<file path="config.mk">
export PLATFORM = sky130hd
export DESIGN_NAME = alpha_mls_iter
export DESIGN_NICKNAME = d
export VERILOG_FILES = /design/src/rtl/alpha_mls_iter.sv
export SDC_FILE = /design/constraint.sdc
export NUM_CORES = 1
export LEC_CHECK = 0
export ABC_AREA = 1
export ABC_CLOCK_PERIOD_IN_PS = 2000
export CORE_ASPECT_RATIO = 2
export CORE_MARGIN = 2
export CORE_UTILIZATION = 40
export CTS_BUF_LIST = sky130_fd_sc_hd__clkbuf_8
export CTS_CLUSTER_SIZE = 8
export DETAILED_ROUTE_END_ITERATION = 12
export PLACE_DENSITY = 0.78
export SYNTH_ARGS = -nofsm -noshare
export SYNTH_HDL_FRONTEND = slang
export SYNTH_SLANG_ARGS = --single-unit
</file>
<file path="constraint.sdc">
create_clock -name clk -period 2 [get_ports clk]
set_input_delay 0.4 -clock clk [delete_from_list [all_inputs] [get_ports clk]]
set_output_delay 0.4 -clock clk [all_outputs]
set_load 0.01 [all_outputs]
</file>
<file path="src/rtl/alpha_mls_iter.sv">
// alpha_mls_iter: masked, iterative multiply-by-alpha^n engine over GF(2^W).
//
// The field is defined by the feedback polynomial x^W + x^TAP + 1. Each request
// applies n alpha steps to every one of the D shares. The operation is linear,
// so each share is processed on its own and shares are never mixed.
//
// Handshake and timing:
//   - A request is accepted in IDLE on in_valid & in_ready.
//   - Each RUN cycle applies up to STEP steps.
//   - The result is held in DONE until out_valid & out_ready.
//
// Optional feature, selected by the macro ALPHA_MLS_INV_EN:
//   - Defined: mode_in = 1 selects divide-by-alpha, and the inverse step
//     datapath is built.
//   - Undefined: mode_in is ignored and only the forward step exists.
module alpha_mls_iter #(
    parameter int W     = 32,  // field width, >= TAP+2
    parameter int TAP   = 8,   // low feedback tap, 1 <= TAP < W-1
    parameter int D     = 2,   // number of shares
    parameter int STEP  = 1,   // alpha steps per RUN cycle, 1..8
    parameter int CNT_W = 8    // width of the step count
) (
    input  logic             clk,
    input  logic             nrst,
    input  logic             in_valid,
    output logic             in_ready,
    input  logic [D*W-1:0]   x_in,
    input  logic [CNT_W-1:0] n_in,
    input  logic             mode_in,
    output logic             out_valid,
    input  logic             out_ready,
    output logic [D*W-1:0]   x_out
);

    typedef enum logic [1:0] {
        ST_IDLE = 2'd0,
        ST_RUN  = 2'd1,
        ST_DONE = 2'd2
    } state_t;

    localparam logic [CNT_W-1:0] STEP_C = CNT_W'(STEP);

    state_t           state_q, state_d;
    logic [D*W-1:0]   x_q, x_d;      // working register, also drives x_out
    logic [CNT_W-1:0] rem_q, rem_d;  // steps still to apply; only ever counts down
    logic [CNT_W-1:0] k_sel;         // steps applied in the current RUN cycle
    logic [D*W-1:0]   step_res;      // working register advanced by k_sel steps
    logic             accept;

`ifdef ALPHA_MLS_INV_EN
    logic mode_q, mode_d;
`else
    // Without the inverse datapath the direction input has no function.
    logic mode_unused;
    assign mode_unused = mode_in;
`endif

    // Single multiply by alpha: shift up, then fold the dropped MSB back
    // into bit 0 and bit TAP.
    function automatic logic [W-1:0] alpha_fwd(input logic [W-1:0] x);
        logic [W-1:0] fb;
        fb      = '0;
        fb[0]   = x[W-1];
        fb[TAP] = x[W-1];
        return {x[W-2:0], 1'b0} ^ fb;
    endfunction

    // Apply k forward steps (k <= STEP) as an unrolled chain of conditional stages.
    function automatic logic [W-1:0] alpha_fwd_k(input logic [W-1:0] x,
                                                 input logic [CNT_W-1:0] k);
        logic [W-1:0] y;
        y = x;
        for (int s = 0; s < STEP; s++) begin
            if (CNT_W'(s) < k) begin
                y = alpha_fwd(y);
            end
        end
        return y;
    endfunction

`ifdef ALPHA_MLS_INV_EN
    // Single divide by alpha. Bit 0 of a forward result always equals the
    // MSB that was folded back, so bit 0 identifies the feedback to undo.
    function automatic logic [W-1:0] alpha_inv(input logic [W-1:0] x);
        logic [W-1:0] fb;
        logic [W-1:0] t;
        fb      = '0;
        fb[0]   = x[0];
        fb[TAP] = x[0];
        t       = x ^ fb;
        return {x[0], t[W-1:1]};
    endfunction

    // Apply k inverse steps (k <= STEP).
    function automatic logic [W-1:0] alpha_inv_k(input logic [W-1:0] x,
                                                 input logic [CNT_W-1:0] k);
        logic [W-1:0] y;
        y = x;
        for (int s = 0; s < STEP; s++) begin
            if (CNT_W'(s) < k) begin
                y = alpha_inv(y);
            end
        end
        return y;
    endfunction
`endif

    // Never overshoot the remaining count, so the counter cannot wrap.
    assign k_sel = (rem_q > STEP_C) ? STEP_C : rem_q;

    // Per-share step datapath. Shares are independent because the operation is linear.
    genvar gi;
    generate
        for (gi = 0; gi < D; gi++) begin : g_share
            logic [W-1:0] share_cur;
            assign share_cur = x_q[gi*W +: W];
`ifdef ALPHA_MLS_INV_EN
            assign step_res[gi*W +: W] = mode_q ? alpha_inv_k(share_cur, k_sel)
                                                : alpha_fwd_k(share_cur, k_sel);
`else
            assign step_res[gi*W +: W] = alpha_fwd_k(share_cur, k_sel);
`endif
        end
    endgenerate

    assign accept = in_valid & in_ready;

    // State and datapath registers; reset aborts any request in flight.
    always_ff @(posedge clk or negedge nrst) begin
        if (!nrst) begin
            state_q <= ST_IDLE;
            x_q     <= '0;
            rem_q   <= '0;
`ifdef ALPHA_MLS_INV_EN
            mode_q  <= 1'b0;
`endif
        end else begin
            state_q <= state_d;
            x_q     <= x_d;
            rem_q   <= rem_d;
`ifdef ALPHA_MLS_INV_EN
            mode_q  <= mode_d;
`endif
        end
    end

    // Next-state and datapath update: load in IDLE, step in RUN, wait in DONE.
    always_comb begin
        state_d = state_q;
        x_d     = x_q;
        rem_d   = rem_q;
`ifdef ALPHA_MLS_INV_EN
        mode_d  = mode_q;
`endif
        case (state_q)
            ST_IDLE: begin
                if (accept) begin
                    x_d     = x_in;
                    rem_d   = n_in;
`ifdef ALPHA_MLS_INV_EN
                    mode_d  = mode_in;
`endif
                    state_d = (n_in == '0) ? ST_DONE : ST_RUN;
                end
            end
            ST_RUN: begin
                x_d   = step_res;
                rem_d = rem_q - k_sel;
                if (rem_q == k_sel) begin
                    state_d = ST_DONE;
                end
            end
            ST_DONE: begin
                // Return to IDLE only; a new request is accepted on a later cycle.
                if (out_ready) begin
                    state_d = ST_IDLE;
                end
            end
            default: begin
                state_d = ST_IDLE;
            end
        endcase
    end

    // Handshake outputs decoded from state. in_ready is also forced low while reset is asserted.
    always_comb begin
        in_ready  = 1'b0;
        out_valid = 1'b0;
        case (state_q)
            ST_IDLE: in_ready  = nrst;
            ST_DONE: out_valid = 1'b1;
            default: ;
        endcase
    end

    assign x_out = x_q;

endmodule

</file>
Word level (Yosys, flattened, before mapping)
Cells that the tools add are included.
Word-level totals
  output and inout bits: 66
  register bits: 74
  input port bits: 77
Operators by class
  reduce and logical (&&, ||, !) cells: 6
  add/subtract/negate cells: 1
  muxes and demuxes: 14
  $lt $le $gt $ge: 2
  bitwise operators: 3
  equality and inequality tests: 7
Operators with widths (count)
  one-hot mux 64 bit (2 select lines): 1
  two-way mux 32 bit: 2
  two-way mux 64 bit: 1
  bitwise XOR 32 x 9 -> 32 bit: 2
  two-way mux 8 bit: 2
  one-hot mux 8 bit (2 select lines): 1
  == test 8 bit: 1
  greater-than comparator 8 x 1 -> 1 bit, second input constant: 1
  logical NOT 8 bit: 1
  less-than comparator 1 x 8 -> 1 bit, first input constant: 1
  two-way mux 2 bit: 4
  inequality test 2 bit, second input constant: 4
  subtractor 8 bit: 1
  one-hot mux 2 bit (3 select lines): 1
  AND reduction 3 bit: 2
  == test 2 x 1 -> 1 bit, second input constant: 1
  == test 2 bit, second input constant: 1
  logical NOT 2 bit: 1
  two-way mux 1 bit: 2
  AND reduction 2 bit: 1
  nonzero test 2 bit: 1
  bitwise AND 1 bit: 1

Logic depth before layout (Yosys ltp)
  depth in word-level cells: 5
  depth in mapped cells: 10
  mapped depth without buffers: 9

Worst setup path after synthesis
No wires, ideal clock.
  path kind: register -> register
  start point: register rem_q[1]
  end point: register x_q[31] (netlist: x_out[31])
  stages on the path, launching flop included: 11
  arrival time: 1.299 ns
  setup slack: 0.584 ns
  path buffers: 2
  clock period less this slack: 1.416 ns
  cells stage by stage: dfrtp_1 inv_2 nand2_2 nor2_4 nand2_2 nand2_2 o211ai_4 buf_8 buf_6 nand2_2 o21ai_2
On the way
  longest elaborated chain between the ends: 5
RTL lines
  start: declaration: RTL line 45  | logic [CNT_W-1:0] rem_q, rem_d;
  start signal: assignment: RTL line 140  | rem_q <= rem_d;
  greater-than comparator 8 x 1 -> 1 bit: RTL line 109  | assign k_sel = (rem_q > STEP_C) ? STEP_C : rem_q;
  two-way mux 8 bit (*): RTL line 109
  less-than comparator 1 x 8 -> 1 bit (*): RTL line 74  | if (CNT_W'(s) < k) begin
  inequality test 2 bit (no source line) (*)
  AND reduction 3 bit (no source line) (*)
  end signal: assignment: RTL line 132  | x_q <= '0;
  end signal: assignment: RTL line 139  | x_q <= x_d;
  end: declaration: RTL line 44  | logic [D*W-1:0] x_q, x_d;
Every way passes the cells marked *; elsewhere a longest branch is shown, timed or not.
A chain may end at the register's enable or synchronous reset.

Final worst setup path
  start point: register state_q[0]
  end point: output port out_valid
On the way
  longest elaborated chain between the ends: 2
RTL lines
  start: declaration: RTL line 43  | state_t state_q, state_d;
  start signal: assignment: RTL line 138  | state_q <= state_d;
  == test 2 bit: RTL line 189  | case (state_q)
  two-way mux 1 bit: RTL line 189
  end: declaration: RTL line 30  | output logic out_valid,
Every way passes these cells.

==> summary.md <==
| Metric | Value |
|---|---|
| Antenna Nets Post-Route | 0 |
| I/O Pins | around 140 |
| EDFF count, synth | 0 |
| # diodes | 0 |
| CTS sink cnt | 74 |
| Max Fclk | 529.4 MHz |
| WS Path Type | register to output pin |
| Die Footprint | about 0.011 sq mm |
| Max_cap viols | 0 |
| Cts bufs inserted | 9 |
| Final HPWL DP | just over 8 mm |
| Sequential element share of the synthesized area | between 40 and 50% |
| Post-synth top flop | dfrtp_1 |
| Final cell count without fillers | slightly below 800 |
| Top-count cell post-synth | nand2_1 |
| Crit path arrival time | about 1.5 ns |
| Placed Instances | slightly below 800 |
| Avg WL per Cell | roughly 14 microns |
| Maximum VDD drop | between 1000 and 1500 uV |
| Syn Area/Cell | 8.092 sq um |
| Cell taking the most area after synthesis | dfrtp_1 |
| CTS tree | yes |
| Mapped Nets | roughly 600 |
| Chip height | 149.3 microns |
| Drt total wl | roughly 11 mm |
| Max clock buf depth | 2 |
| Die width | between 70 and 80 microns |
| Routability cong. | between 0.8 and 0.9 |
| GR Util All Layers | between 10% and 20% |
| Fillers | 921 |
| Total global routing overflow | 0 |
| Critical path required time | about 1.6 ns |
| CP endpoint kind | output pin |
| Post-synthesis cell area | 0.004224 sq mm |
| Fin crit period | around 1.9 ns |
| Top post-synthesis cells by count | nand2_1 (129), inv_1 (75), dfrtp_1 (74) |
| CTS Root Cell | clkbuf_8 |
| Layout cell share with drive strength beyond 1 | between 10% and 20% |
| Period Utilization, post-route | 94.44% |
| Buffers added on ports | approximately 140 |
| Outcome | complete, no violations |
| Clock transition at path regs | ~0.080 ns |
| Area growth syn-to-layout | 40.23% |
| Slew HR | 36.62% |
| Critical path's largest stage delay | ~0.54 ns |
| Fraction of registers with async set or reset after synthesis | between 90% and 100% |
| Largest net degree at the start of global routing | 85 |
| P_leak | 2.697 nW |
| Share of the synthesized area in the top cell type | 43.84% |
| Drt pass-1 iters | 4 |
| Most area-consuming cells after synthesis | dfrtp_1 (44%), o21ai_2 (13%), nand2_1 (11%) |
| H-tree depth | 3 |
| Pwr dens | approximately 1800 mW/mm^2 |
| Synth Warn # | 0 |
| Critical-path top delay cell | clkdlybuf4s50_1 |
| Synth cell types | 28 |
| Crit path cell chain | nor2_1 > clkdlybuf4s50_1 |
| Pins Over Slew Limit | 0 |
| Startpoint types | register |
| First-pass GRT wire length | 18.05 mm |
| Via density | between 4 and 5 |
| Worst-margin pin slew | 0.9506 ns |
| Number of global-route vias before repair | slightly below 4k |
| DR vias | slightly below 4k |
| Min-Delay Path Class | input port to asynchronous set/reset pin |
| Initial antenna violation count | 0 |
| Fin Setup TNS | 0 ns |
| Placement Rows | 53 |
| DRC errors left | 0 |
| Worst Skew | ~0.013 ns |
| Flops & latches, synth | 74 |
| Worst skew pair latency | about 0.36 ns |
| Final hold vios | 0 |
| # nets final | 730 |
| Mapped Cells | 522 |
| Final setup violation count | 0 |
| RSZ-0062 raised after global routing | false |
| Worst-path fanout max | 5 |
| Starting Density | 40.57% |
| Core Area | between 0.01 and 0.015 sq mm |
| Iter 0 DRT Violations | between 300 and 400 |
## cells by family (layout without fill, tap and decap cells)
| family | count (synthesis) | after routing | synth area share [%] |
|---|---|---|---|
| buf+inv | 110 | 245 | 12.59 |
| simple gates | 189 | 189 | 19.58 |
| mux | 1 | 1 | 0.2370 |
| compound gates | 148 | 148 | 23.76 |
| flops | 74 | 74 | 43.84 |
## critical path, delay by kind of cell, from the launching register on
family	cells	cell delay, ns
DFF	1	0.46
buffers and inverters	1	0.54
and+or+nand+nor	1	0.13
## sequential cells by signal, summed over array words and instances, names as in the netlist
name and flops:
rem_q 8, x_out 64, state_q 2
## final timing paths
kind,startpoint,endpoint,slack (ns),cells after the start
setup / recovery,state_q[0]$_DFFE_PN0P_,out_valid,0.11,2
hold / removal,nrst,rem_q[6]$_DFFE_PN0P_,0.34,2
setup reg to reg,rem_q[6]$_DFFE_PN0P_,x_out[38]$_DFFE_PN0P_,0.37,9
hold reg to reg,rem_q[2]$_DFFE_PN0P_,rem_q[2]$_DFFE_PN0P_,0.54,2
max in group asynchronous,nrst,state_q[0]$_DFFE_PN0P_,1.02,2
min in group clk,rem_q[2]$_DFFE_PN0P_,rem_q[2]$_DFFE_PN0P_,0.54,2
## layer usage
layer / vias to the layer above / share of wire, % / global-route usage, %
met5: - / 0 / 0
met4: 0 / 5.0 / 14.09
met3: 30 / 3.0 / 1.513
met2: 109 / 56 / 37.89
met1: 1813 / 36 / 19.58
li1: 1904 / - / -
## cell type report
type / instances / area, sq um / area share, %
clock inverter: 5 / 102.6 / 1.732
tap: 137 / 171.4 / 2.894
timing repair buffer: 149 / 1509 / 25.48
multi-input combinational: 338 / 1846 / 31.16
inverter: 81 / 304.0 / 5.133
sequential: 74 / 1853 / 31.28
clock buffer: 10 / 137.6 / 2.324
## layout by cell type (no fill, tap or decap), types with 2 or more instances in the layout
cell and count:
o21ai_0 70, dfrtp_1 73, clkdlybuf4s50_1 139, buf_4 6, clkbuf_8 10, inv_2 6
inv_1 75, nand3_1 11, buf_12 3, o21ai_1 9, nor2_2 2, nor2_1 14
bufinv_16 3, o21ai_2 63, nand4_1 3, nand2_2 25, nand2_1 129
## metrics by stage
stage	power [mW]	instance area (sq um)	hold WS [ns]	util (%)	worst slack, ns
CTS	10.68	5913	0.3611	56.80	0.0008449
finish	10.57	5923	0.3370	56.89	0.1111
global placement	9.009	5667	0.5087	54.43	0.2141
global route	11.47	5923	0.4136	56.89	0.02470
detailed placement	9.207	5667	0.5212	54.43	0.1866
floorplan	7.282	4224	0.1044	-	0.5836
## report_power, final
group | internal, mW | switching (mW)
clock network | 0.854 | 0.567
logic | 2.72 | 3.71
registers | 2.27 | 0.448
## timing repair
action | 4_1_cts | 5_1_grt
hold buffers | 0 | 0
gates resized for setup | 2 | 1
setup endpoints to repair | 1 | 2
cloned | 0 | 0
setup buffers | 0 | 1
pin swaps | 0 | 0
hold endpoints to repair | 0 | 0
(Power assumes the default switching activity.)
